File: config.mk
export PLATFORM = sky130hd
export DESIGN_NAME = io_periph_ctrl
export DESIGN_NICKNAME = d
export VERILOG_FILES = /design/src/rtl/io_periph_ctrl_pkg.sv /design/src/rtl/io_periph_ctrl_debounce.sv /design/src/rtl/io_periph_ctrl.sv
export SDC_FILE = /design/constraint.sdc
export NUM_CORES = 1
export LEC_CHECK = 0
export BUFFER_PORTS_ARGS = -buffer_cell sky130_fd_sc_hd__buf_2
export CAP_MARGIN = 0
export CORE_ASPECT_RATIO = 0.5
export CORE_MARGIN = 1.5
export CORE_UTILIZATION = 55
export CTS_CLUSTER_SIZE = 20
export DETAILED_ROUTE_END_ITERATION = 7
export GPL_ROUTABILITY_DRIVEN = 0
export PLACE_DENSITY = 0.73
export SYNTH_ARGS = -nofsm -noshare
export SYNTH_HDL_FRONTEND = slang
export SYNTH_SLANG_ARGS = --single-unit
File: constraint.sdc
create_clock -name clk -period 2.6 [get_ports clk]
set_input_delay 0.39 -clock clk [delete_from_list [all_inputs] [get_ports clk]]
set_output_delay 0.39 -clock clk [all_outputs]
set_load 0.005 [all_outputs]
File: src/rtl/io_periph_ctrl_pkg.sv
`default_nettype none
// ============================================================================
// Module      : io_periph_pkg
// Description : Shared register map and data width for the IO peripheral block.
// Revision    : 1.0 - initial release
// ============================================================================
package io_periph_pkg;

   localparam int unsigned IO_DATA_W    = 8;

   localparam int unsigned ADDR_KEYS     = 0;
   localparam int unsigned ADDR_SWITCHES = 1;
   localparam int unsigned ADDR_LEDS     = 2;
   localparam int unsigned ADDR_PEND_KEY = 3;
   localparam int unsigned ADDR_PEND_SW  = 4;
   localparam int unsigned ADDR_MASK_KEY = 5;
   localparam int unsigned ADDR_MASK_SW  = 6;

endpackage
`default_nettype wire

File: src/rtl/io_periph_ctrl_debounce.sv
`default_nettype none
// ============================================================================
// Module      : io_debounce
// Description : Two-flop synchroniser plus stable-count debouncer with edge pulses.
// Revision    : 1.0 - initial release
// ============================================================================
module io_debounce #(
   parameter int DEBOUNCE_CYCLES = 16,
   parameter bit INVERT          = 1'b0
) (
   input  logic clk,
   input  logic reset,
   input  logic raw,
   output logic stable,
   output logic rise,
   output logic fall
);

   localparam int                 c_cnt_w    = $clog2(DEBOUNCE_CYCLES);
   localparam logic [c_cnt_w-1:0] c_cnt_last = c_cnt_w'(DEBOUNCE_CYCLES - 1);

   logic               r_sync1;
   logic               r_sync2;
   logic               r_stable;
   logic               r_rise;
   logic               r_fall;
   logic [c_cnt_w-1:0] r_cnt;
   logic               w_mismatch;
   logic               w_accept;

   assign w_mismatch = (r_sync2 != r_stable);
   assign w_accept   = w_mismatch && (r_cnt == c_cnt_last);

   // Any cycle where the synced level agrees with the stable level restarts the count.
   always_ff @(posedge clk) begin
      if (reset) begin
         r_sync1  <= 1'b0;
         r_sync2  <= 1'b0;
         r_stable <= 1'b0;
         r_rise   <= 1'b0;
         r_fall   <= 1'b0;
         r_cnt    <= '0;
      end else begin
         r_sync1 <= raw ^ INVERT;
         r_sync2 <= r_sync1;
         r_rise  <= w_accept & r_sync2;
         r_fall  <= w_accept & ~r_sync2;
         if (w_accept) begin
            r_stable <= r_sync2;
            r_cnt    <= '0;
         end else if (w_mismatch) begin
            r_cnt <= r_cnt + 1'b1;
         end else begin
            r_cnt <= '0;
         end
      end
   end

   assign stable = r_stable;
   assign rise   = r_rise;
   assign fall   = r_fall;

endmodule
`default_nettype wire

File: src/rtl/io_periph_ctrl.sv
`default_nettype none
// ============================================================================
// Module      : io_periph_ctrl
// Description : Memory-mapped keys/switches/LEDs controller with debounced
//               inputs, sticky W1C pending, mask and registered interrupts.
// Revision    : 1.0 - initial release
// ============================================================================
module io_periph_ctrl
   import io_periph_pkg::*;
#(
   parameter int NUM_KEYS        = 4,
   parameter int NUM_SWITCHES    = 4,
   parameter int NUM_LEDS        = 4,
   parameter int DEBOUNCE_CYCLES = 16,
   parameter int ADDR_WIDTH      = 5
) (
   input  logic                           clk,
   input  logic                           reset,
   input  logic [ADDR_WIDTH-1:0]          readaddr,
   output logic [7:0]                     readdata,
   input  logic [ADDR_WIDTH-1:0]          writeaddr,
   input  logic [7:0]                     writedata,
   input  logic                           write_en,
   input  logic [NUM_KEYS-1:0]            keys,
   input  logic [NUM_SWITCHES-1:0]        switches,
   output logic [NUM_LEDS-1:0]            leds,
   output logic [NUM_KEYS+NUM_SWITCHES-1:0] interrupts,
   output logic                           irq_any
);

   logic [NUM_KEYS-1:0]              w_key_stable, w_key_rise, w_key_fall;
   logic [NUM_SWITCHES-1:0]          w_sw_stable, w_sw_rise, w_sw_fall;
   logic [NUM_KEYS-1:0]              r_pend_key, r_mask_key, w_w1c_key, w_pend_key_next;
   logic [NUM_SWITCHES-1:0]          r_pend_sw, r_mask_sw, w_w1c_sw, w_pend_sw_next;
   logic [NUM_LEDS-1:0]              r_leds;
   logic [NUM_KEYS+NUM_SWITCHES-1:0] r_interrupts, w_irq_next;
   logic                             r_irq_any;
   logic [IO_DATA_W-1:0]             r_readdata, w_rd;
   logic                             w_unused;

   // Key pins are active-low; inverting at the synchroniser makes pressed read as 1.
   generate
      for (genvar i = 0; i < NUM_KEYS; i++) begin : g_key
         io_debounce #(.DEBOUNCE_CYCLES(DEBOUNCE_CYCLES), .INVERT(1'b1)) u_deb (
            .clk(clk), .reset(reset), .raw(keys[i]),
            .stable(w_key_stable[i]), .rise(w_key_rise[i]), .fall(w_key_fall[i])
         );
      end
      for (genvar i = 0; i < NUM_SWITCHES; i++) begin : g_sw
         io_debounce #(.DEBOUNCE_CYCLES(DEBOUNCE_CYCLES), .INVERT(1'b0)) u_deb (
            .clk(clk), .reset(reset), .raw(switches[i]),
            .stable(w_sw_stable[i]), .rise(w_sw_rise[i]), .fall(w_sw_fall[i])
         );
      end
   endgenerate

   assign w_w1c_key = (write_en && writeaddr == ADDR_WIDTH'(ADDR_PEND_KEY))
                    ? writedata[NUM_KEYS-1:0] : '0;
   assign w_w1c_sw  = (write_en && writeaddr == ADDR_WIDTH'(ADDR_PEND_SW))
                    ? writedata[NUM_SWITCHES-1:0] : '0;

   // Event set is OR-ed after the clear so a same-cycle event wins over W1C.
   assign w_pend_key_next = (r_pend_key & ~w_w1c_key) | w_key_rise;
   assign w_pend_sw_next  = (r_pend_sw & ~w_w1c_sw) | w_sw_rise | w_sw_fall;
   assign w_irq_next      = {r_pend_sw & r_mask_sw, r_pend_key & r_mask_key};

   always_comb begin
      w_rd = '0;
      case (readaddr)
         ADDR_WIDTH'(ADDR_KEYS):     w_rd = IO_DATA_W'(w_key_stable);
         ADDR_WIDTH'(ADDR_SWITCHES): w_rd = IO_DATA_W'(w_sw_stable);
         ADDR_WIDTH'(ADDR_LEDS):     w_rd = IO_DATA_W'(r_leds);
         ADDR_WIDTH'(ADDR_PEND_KEY): w_rd = IO_DATA_W'(r_pend_key);
         ADDR_WIDTH'(ADDR_PEND_SW):  w_rd = IO_DATA_W'(r_pend_sw);
         ADDR_WIDTH'(ADDR_MASK_KEY): w_rd = IO_DATA_W'(r_mask_key);
         ADDR_WIDTH'(ADDR_MASK_SW):  w_rd = IO_DATA_W'(r_mask_sw);
         default:                    w_rd = '0;
      endcase
   end

   always_ff @(posedge clk) begin
      if (reset) begin
         r_leds       <= '0;
         r_pend_key   <= '0;
         r_pend_sw    <= '0;
         r_mask_key   <= '0;
         r_mask_sw    <= '0;
         r_interrupts <= '0;
         r_irq_any    <= 1'b0;
         r_readdata   <= '0;
      end else begin
         r_pend_key   <= w_pend_key_next;
         r_pend_sw    <= w_pend_sw_next;
         r_interrupts <= w_irq_next;
         r_irq_any    <= |w_irq_next;
         r_readdata   <= w_rd;
         if (write_en && writeaddr == ADDR_WIDTH'(ADDR_LEDS))
            r_leds <= writedata[NUM_LEDS-1:0];
         if (write_en && writeaddr == ADDR_WIDTH'(ADDR_MASK_KEY))
            r_mask_key <= writedata[NUM_KEYS-1:0];
         if (write_en && writeaddr == ADDR_WIDTH'(ADDR_MASK_SW))
            r_mask_sw <= writedata[NUM_SWITCHES-1:0];
      end
   end

   // Key releases raise no event, and data bits above each field are don't-care.
   assign w_unused = ^{w_key_fall, writedata};

   assign readdata   = r_readdata;
   assign leds       = r_leds;
   assign interrupts = r_interrupts;
   assign irq_any    = r_irq_any;

endmodule
`default_nettype wire

==> impl_metrics.env <==
export IMPL_status="finished clean"
export IMPL_p_comb_frac=0.036
export IMPL_cts_root_buf="clkbuf_16"
export IMPL_portBuffers=41
export IMPL_numCtsBuffers=9
export IMPL_arrival_ns=1.68
export IMPL_seq_area_frac_synth=0.527
export IMPL_timing_final_ws_setup_ns=1.20
export IMPL_drv_slew=0
export IMPL_cp_start_kind="input port"
export IMPL_die_y_um=62.1
export IMPL_fin_tns_setup_ns=0
export IMPL_seq_power_share=0.513
export IMPL_critPathRequiredTime_ns=2.88
export IMPL_first_global_vias=2558
export IMPL_diodes=0
export IMPL_seq_area_mm2=0.00202
export IMPL_path_max_fanout=65
export IMPL_path_cells="buf_2, buf_12, inv_1, nand3_1, nor2_1"
export IMPL_finalSetupViolations=0
export IMPL_wl_mm=7.66
export IMPL_dp_slack_ns=0.844
export IMPL_rsz0062_at_grt="no"
export IMPL_drt_iter0_drc=171
export IMPL_clock_sinks=101
export IMPL_htreeDepth=3
export IMPL_stdcell_area_mm2=0.00441
export IMPL_ys_dominant_reg_cell="dfxtp_1"
export IMPL_maxCapViolCount=0
export IMPL_yosysUniqueCellTypes=40
export IMPL_firstDrtPassIters=4
export IMPL_fin_crit_ns=1.40
export IMPL_die_width_um=121
export IMPL_synth_warnings=0
export IMPL_cts_tree="yes"
export IMPL_finalCoreUtilization=0.656
export IMPL_max_stage_delay_ns=0.56
export IMPL_drc_errors=0
export IMPL_ys_async_sr_fraction=0
export IMPL_grt_pass1_wl_mm=12.0
export IMPL_post_cts_buffers=0
export IMPL_antenna_found_initial=0
export IMPL_power_density_mw_per_mm2=696
export IMPL_fmax_mhz=714
export IMPL_worstSkewPairLatency_ns=0.34
export IMPL_coreArea_mm2=0.00673
export IMPL_period_share=0.538
export IMPL_die_area_mm2=0.00752
export IMPL_area_growth_pct=15.0
export IMPL_synth_seq_cells=101
export IMPL_slowest_stage="inv_1"
export IMPL_grt_remaining_overflow=0
export IMPL_synth_edff_count=0
export IMPL_setup_worst_path_end_class="flop"
export IMPL_ant_nets=0
export IMPL_swShare=0.208
export IMPL_holdCritPathClass="input port to flop"
export IMPL_postCtsHoldBufs=0
export IMPL_synth_area_mm2=0.00384
export IMPL_drive_gt1_frac=0.160
export IMPL_tightestPinTransition_ns=0.720
export IMPL_start_util=0.571
export IMPL_fp_row_count=21
export IMPL_post_drt_wl_per_cell_um=14.7
export IMPL_post_dp_cell_area_mm2=0.00409
export IMPL_multi_input_area_mm2=0.00168
export IMPL_viasPerCell=5.50
export IMPL_ios=50
export IMPL_clock_power_share=0.451
export IMPL_ir_drop_mv=0.440
export IMPL_final_net_count=463
export IMPL_cts_path_max_buffers=2
export IMPL_leakage_nw=1.87
export IMPL_criticalPathCategory="input port to flop"
export IMPL_relSlewSlack=0.520
export IMPL_dr_total_vias=2876
export IMPL_gr_usage_all_layers=0.217
export IMPL_path_clk_slew_ns=0.06
export IMPL_fillers=567
export IMPL_hold_violations=0
export IMPL_power_w=0.00307
export IMPL_syn_inst=389
export IMPL_hpwl_mm=5.37
export IMPL_grt_max_degree=66
export IMPL_avgSynthCellArea_um2=9.87
export IMPL_power_internal_w=0.00243
export IMPL_finClkSkew_ns=0.00617
export IMPL_p_switching_w=0.000638
export IMPL_cts_resized_gates=0
kinds of logic (layout without fill, tap and decap cells):
kind of cell	Yosys count	count (layout)	share of synthesized area
adders and majority gates	8	8	0.0261
and+or+nand+nor	166	166	0.235
DFF	101	101	0.527
other	1	4	0.000977
AOI/OAI and AO/OA	37	37	0.0629
buffers and inverters	33	72	0.0388
xor gates and xnor gates	24	24	0.0548
muxes	19	19	0.0544
Yosys cell counts (8+ instances only):
cell type	n	share of area
dfxtp_1	101	0.53
nand3_1	33	0.043
nand2_1	20	0.020
inv_1	14	0.014
nor2b_1	14	0.023
o21ai_0	8	0.010
a311oi_1	9	0.021
nor2_1	54	0.053
mux2i_1	13	0.034
nor4b_1	14	0.032
a21oi_1	9	0.012
ha_1	8	0.026
xor2_1	22	0.050
path summary, 6_finish.rpt:
path	depth (start not counted)	slack [ns]	from	end
min	2	0.19	keys[2]	g_key[2].u_deb.r_sync1$_SDFF_PP0_
max reg2reg	3	1.37	g_sw[3].u_deb.stable$_SDFFE_PP0P_	readdata[3]$_SDFF_PP0_
min reg2reg	1	0.44	g_sw[3].u_deb.r_sync1$_SDFF_PP0_	g_sw[3].u_deb.r_sync2$_SDFF_PP0_
max	5	1.20	reset	g_sw[0].u_deb.r_cnt[1]$_SDFF_PP0_
metrics by stage:
step                std cells  hold slack [ns]
floorplan                 392            0.414
global placement          507            0.418
detailed placement        507            0.424
CTS                       523            0.184
global route              523            0.177
finish                    523            0.187
critical path: cells and delay by family:
family                 cells  cell delay (ns)
buffers and inverters      3             0.85
AND/OR/NAND/NOR            2             0.40
power groups by stage:
stage | logic [W] | registers, W | clock network (W)
final | 0.000111 | 0.00157 | 0.00139
after global routing | 0.000122 | 0.00157 | 0.00147
after CTS | 0.000111 | 0.00157 | 0.00141
after detailed placement | 0.000110 | 0.00161 | 0
after global placement | 0.000106 | 0.00161 | 0
after floorplan | 0.0000715 | 0.00161 | 0
layout by cell type, fill, tap and decap left out, types with 2 or more instances in the layout:
cell type	instances
a21oi_1	9
a22oi_1	2
a311oi_1	9
a31oi_1	7
and3_1	7
and4b_1	5
buf_2	41
clkbuf_16	9
clkbuf_8	3
conb_1	4
dfxtp_1	101
ha_1	8
inv_1	14
mux2_2	5
mux2i_1	13
nand2_1	20
nand3_1	33
nor2_1	54
nor2b_1	14
nor3_1	7
nor4b_1	14
o21ai_0	8
xnor2_1	2
xor2_1	22
routing by layer:
layer	global-route usage	vias up	wire (µm)
met3	0.0730	22	586
met2	0.386	98	3680
li1	-	1409	-
met5	0	-	0
met1	0.251	1347	3220
met4	0.0908	0	175
area by class of cell:
| cell class | count | area share |
|---|---|---|
| Clock buffer | 12 | 0.0604 |
| Clock inverter | 4 | 0.0119 |
| Inverter | 14 | 0.0119 |
| Multi-Input combinational cell | 258 | 0.380 |
| Sequential cell | 101 | 0.458 |
| Tap cell | 92 | 0.0261 |
| Timing Repair Buffer | 42 | 0.0510 |
Note: power is estimated with default switching activity, not from simulation.
